## config.mk

```make
export PLATFORM = sky130hd
export DESIGN_NAME = shift_unloader
export DESIGN_NICKNAME = d
export VERILOG_FILES = /design/src/rtl/shift_unloader_pkg.sv /design/src/rtl/shift_unloader_beat_counter.sv /design/src/rtl/shift_unloader.sv
export SDC_FILE = /design/constraint.sdc
export NUM_CORES = 1
export LEC_CHECK = 0
export CAP_MARGIN = 5
export CELL_PAD_IN_SITES_DETAIL_PLACEMENT = 0
export CELL_PAD_IN_SITES_GLOBAL_PLACEMENT = 1
export CORE_AREA = 4 4 67 69
export DETAILED_ROUTE_END_ITERATION = 8
export DIE_AREA = 0 0 71 73
export PLACE_DENSITY_LB_ADDON = 0.25
export SLEW_MARGIN = 20
export SYNTH_ARGS = -nofsm -noshare
export SYNTH_HDL_FRONTEND = slang
export SYNTH_SLANG_ARGS = --single-unit
```

## constraint.sdc

```tcl
create_clock -name clk -period 3.4 [get_ports clk]
set_clock_uncertainty 0.1 [all_clocks]
set_input_delay 0.68 -clock clk [delete_from_list [all_inputs] [get_ports clk]]
set_output_delay 0.68 -clock clk [all_outputs]
set_load 0.05 [all_outputs]
```

## src/rtl/shift_unloader_pkg.sv

```systemverilog
// Shared definitions for the shift unloader: FSM encoding and sizing constants.
package shift_unloader_pkg;

   localparam int unsigned WORD_WIDTH   = 8;
   localparam int unsigned UNLOAD_DEPTH = 3;
   localparam int unsigned BEAT_WIDTH   = 2;

   typedef enum logic [1:0] {
      IDLE = 2'b00,
      SEND = 2'b01,
      DONE = 2'b10
   } state_t;

endpackage

```

## src/rtl/shift_unloader_beat_counter.sv

```systemverilog
// Mod-3 beat counter: synchronous clear, advances by one per enabled cycle, wraps 2 -> 0.
module unloader_beat_counter
   import shift_unloader_pkg::*;
(
   input  logic                  clk,
   input  logic                  clear,
   input  logic                  advance,
   output logic [BEAT_WIDTH-1:0] count
);

   localparam logic [BEAT_WIDTH-1:0] MAX_COUNT = BEAT_WIDTH'(UNLOAD_DEPTH - 1);

   // Count register; clear has priority, wrap keeps the value below 3.
   always_ff @(posedge clk) begin
      if (clear) begin
         count <= '0;
      end else if (advance) begin
         if (count == MAX_COUNT) begin
            count <= '0;
         end else begin
            count <= count + BEAT_WIDTH'(1);
         end
      end
   end

endmodule

```

## src/rtl/shift_unloader.sv

```systemverilog
// Captures three operand words on a load request and offers them oldest-first
// over a valid/ready handshake, followed by a one-cycle completion strobe.
module shift_unloader
   import shift_unloader_pkg::*;
#(
   parameter int WIDTH = WORD_WIDTH,
   parameter int DEPTH = UNLOAD_DEPTH
) (
   input  logic             clk,
   input  logic             reset,
   input  logic             load_pulse,
   input  logic [WIDTH-1:0] reg1_in,
   input  logic [WIDTH-1:0] reg2_in,
   input  logic [WIDTH-1:0] reg3_in,
   input  logic             out_ready,
   output logic [WIDTH-1:0] data_out,
   output logic             data_valid,
   output logic             busy,
   output logic             done_pulse
);

   localparam logic [BEAT_WIDTH-1:0] LAST_BEAT = BEAT_WIDTH'(DEPTH - 1);

   state_t                state_q;
   state_t                state_d;
   logic [WIDTH-1:0]      hold3;
   logic [WIDTH-1:0]      hold2;
   logic [WIDTH-1:0]      hold1;
   logic [BEAT_WIDTH-1:0] beat_count;
   logic                  capture;
   logic                  transfer;

   assign capture  = (state_q == IDLE) && load_pulse;
   assign transfer = (state_q == SEND) && out_ready;

   unloader_beat_counter u_beat (
      .clk     (clk),
      .clear   (reset),
      .advance (transfer),
      .count   (beat_count)
   );

   // State register.
   always_ff @(posedge clk) begin
      if (reset) begin
         state_q <= IDLE;
      end else begin
         state_q <= state_d;
      end
   end

   // Holding registers load only from IDLE, so loads during a burst are ignored.
   always_ff @(posedge clk) begin
      if (reset) begin
         hold3 <= '0;
         hold2 <= '0;
         hold1 <= '0;
      end else if (capture) begin
         hold3 <= reg3_in;
         hold2 <= reg2_in;
         hold1 <= reg1_in;
      end
   end

   // Next-state logic and status outputs.
   always_comb begin
      state_d    = state_q;
      data_valid = 1'b0;
      busy       = 1'b0;
      done_pulse = 1'b0;
      case (state_q)
         IDLE: begin
            if (load_pulse) begin
               state_d = SEND;
            end
         end
         SEND: begin
            data_valid = 1'b1;
            busy       = 1'b1;
            if (out_ready && (beat_count == LAST_BEAT)) begin
               state_d = DONE;
            end
         end
         DONE: begin
            busy       = 1'b1;
            done_pulse = 1'b1;
            state_d    = IDLE;
         end
         default: begin
            state_d = IDLE;
         end
      endcase
   end

   // Word select: oldest word first, forced to zero whenever nothing is offered.
   always_comb begin
      data_out = '0;
      if (state_q == SEND) begin
         case (beat_count)
            2'd0:    data_out = hold3;
            2'd1:    data_out = hold2;
            default: data_out = hold1;
         endcase
      end
   end

endmodule

```

==> results.yml <==
floorplan:
  core_area_sq_mm: 0.003914
  die_x_microns: 71
  die_y_microns: 73
  die-area_sq_mm: 0.005183
  std_cell_rows: 23
  ioPinCount: 39
  start_util: 0.3446
placed_design:
  dp_hpwl_mm: 2.297
  place.gp.congestion: 0.7318
  portBuffers: 38
  place_ws_ps: 674.5
route:
  postRouteWirelength_mm: 3.143
  drc: 0
  avgViaCountPerCell: 4.562
  vias: 1136
  drt_iter0_drc: 55
  ant_nets: 0
  wl_per_cell_microns: 12.62
  firstDrtPassIters: 4
clock_network:
  root_buffer: "clkbuf_8"
  htree_num_levels: 1
  clkTransAtPathRegs_ps: 90
  cts_buffers: 3
  cts_tree: "built"
  cts_setup_buffers: 0
  cts_hold_buf: 0
  clock_path_buffers: 2
  cts_num_sinks: 28
  post_cts_resized: 0
  insertion_delay_ps: 270
global_route:
  grt_pass1_vias: 1207
  grtUsageTotal: 0.1265
  grt_overflow_total: 0
  grt_pass1_wl_mm: 5.278
  grt_max_degree: 25
  antenna_found_initial: 0
synth:
  ys_seq_elements: 28
  synth.cell_area_sq_mm: 0.001349
  syn_nets: 200
  synthCells: 168
  synth.distinct_cells: 18
  ys_seq_area_frac: 0.4156
  yosysWarnings: 0
  syn_avg_cell_area_sq_um: 8.029
finish:
  multi_input_area_sq_um: 690.7
  nFillCells: 421
  seq_area_sq_um: 560.5
  n_antenna_cell: 0
  nNetsFinal: 232
  area_delta_synth_final_pct: 31.08
  drive_gt1_frac: 0.08040
power:
  switching_share: 0.3555
  pwr-share-clk: 0.217
  pwr-share-comb: 0.349
  power_density_mw_per_mm2: 527.0
  max-vdd-ir-drop_uv: 182.7
  p_int_uw: 600.5
  p_leak_uw: 0.0006439
  p_total_uw: 931.8
  p_switching_uw: 331.3
  p_seq_frac: 0.434
sta:
  tightest_slew_ps: 852.4
  slew_violations: 0
  finalHoldViolCount: 0
  rsz0062_at_grt: "false"
  max_freq_mhz: 330.2
  finalWorstSetupSlack_ps: 371.4
  setup_viol: 0
  final.period_utilization: 0.8908
  max_slew_margin: 0.4318
  period_minus_slack_ps: 3029
  fin_setup_tns_ps: 0
setup_path:
  cp-end-kind: "output port"
  reg2reg_from: "state_q[0]$_SDFFE_PP0P_"
  r2r_cells: 5
  reg2reg_to: "hold3[5]$_SDFFE_PP0P_"
  required_ps: 2620
  critPathArrivalTime_ps: 2250
  crit_fanout: 11
  startpoint_type: "register"
  reg2reg_slack_ps: 1570
  crit_type: "register to output port"
hold_path:
  min_from: "hold2[7]$_SDFFE_PP0P_"
  hold_path_class: "register to register"
  hold_depth: 2
  whs_endpoint: "hold2[7]$_SDFFE_PP0P_"
job:
  cap_violations: 0
status:
  status: "finished, final reports clean"
==> worst max path at each step <==
stage	startpoint	end	slack [ps]	cells past startpoint
floorplan	state_q[1]$_SDFFE_PP0P_	data_out[0]	1020	4
global placement	u_beat.count[0]$_SDFFE_PP0P_	data_out[1]	700	4
detailed placement	u_beat.count[0]$_SDFFE_PP0P_	data_out[1]	670	4
CTS	u_beat.count[0]$_SDFFE_PP0P_	data_out[1]	360	4
global route	u_beat.count[0]$_SDFFE_PP0P_	data_out[1]	250	4
finish	u_beat.count[0]$_SDFFE_PP0P_	data_out[1]	370	4
==> kinds of logic (layout without fill, tap and decap cells) <==
family / count (synthesis) / count (layout) / synth area share
AND/OR/NAND/NOR: 75 / 75 / 0.2356
AO/OA/AOI/OAI: 36 / 36 / 0.1651
multiplexers: 10 / 10 / 0.07421
adder cells (fa/ha/maj): 4 / 4 / 0.03711
flip-flops: 28 / 28 / 0.4156
buffers and inverters: 15 / 46 / 0.07235
==> layer usage <==
layer / track usage / up-vias / wire length, microns
met1: 0.1389 / 509 / 1388
li1: - / 603 / -
met2: 0.2430 / 22 / 1574
met3: 0.03030 / 2 / 161
met4: 0.03132 / 0 / 19
met5: 0 / - / 0
==> cells in the final DEF (no fill, tap or decap) <==
cell type,count
a21oi_1,16
a21oi_2,10
and2_1,9
and2b_2,1
and3b_1,1
buf_4,1
clkbuf_8,4
clkdlybuf4s50_1,38
dfxtp_1,28
ha_1,4
inv_1,3
mux2i_1,10
nand2_1,62
nand3b_1,1
nor2_1,1
o211a_1,1
o21ai_0,9
==> cells in the mapped netlist <==
| library cell | instances | share of area |
|---|---|---|
| o211a_1 | 1 | 0.0074 |
| and2b_2 | 1 | 0.0065 |
| mux2i_1 | 10 | 0.074 |
| a21oi_2 | 10 | 0.065 |
| buf_4 | 1 | 0.0056 |
| inv_1 | 3 | 0.0083 |
| and2_1 | 9 | 0.042 |
| buf_6 | 4 | 0.033 |
| nand3b_1 | 1 | 0.0056 |
| nand2_1 | 62 | 0.17 |
| a21oi_1 | 16 | 0.059 |
| clkbuf_1 | 1 | 0.0028 |
| o21ai_0 | 9 | 0.033 |
| and3b_1 | 1 | 0.0065 |
| nor2_1 | 1 | 0.0028 |
| buf_2 | 6 | 0.022 |
| dfxtp_1 | 28 | 0.42 |
| ha_1 | 4 | 0.037 |
==> power groups by stage <==
stage / sequential [uW] / clock [uW] / combinational (uW)
3_3_place_gp: 410 / 0 / 320
6_report: 404 / 203 / 325
4_1_cts: 404 / 208 / 330
3_5_place_dp: 412 / 0 / 329
5_1_grt: 410 / 225 / 358
2_1_floorplan: 393 / 0 / 263
==> area by class of cell <==
cell class              instances  area share
multi-input cells             125      0.3907
flip-flops and latches         28      0.3171
repair buffers                 39      0.2194
well taps                      50     0.03539
clock buffers                   4     0.03114
inverters                       3    0.006369
==> critical path, stage by stage (launching register included) <==
cell             delay, ps
dfxtp_1                700
mux2i_1                190
o21ai_0                160
and2_1                 140
clkdlybuf4s50_1        790
==> registers in the layout, indices dropped and copies added, names as in the netlist <==
name          flops
hold2             8
u_beat.count      2
hold1             8
state_q           2
hold3             8
==> per-stage QoR <==
stage / instances / area (sq um) / hold WS [ps] / util
2_1_floorplan: 168 / 1349 / 335.7 / -
3_5_place_dp: 245 / 1713 / 347.9 / 0.4377
3_3_place_gp: 245 / 1713 / 344.5 / 0.4377
4_1_cts: 249 / 1768 / 361.7 / 0.4517
5_1_grt: 249 / 1768 / 388.9 / 0.4517
6_report: 249 / 1768 / 360.6 / 0.4517
Note: power is estimated with default switching activity, not from simulation.
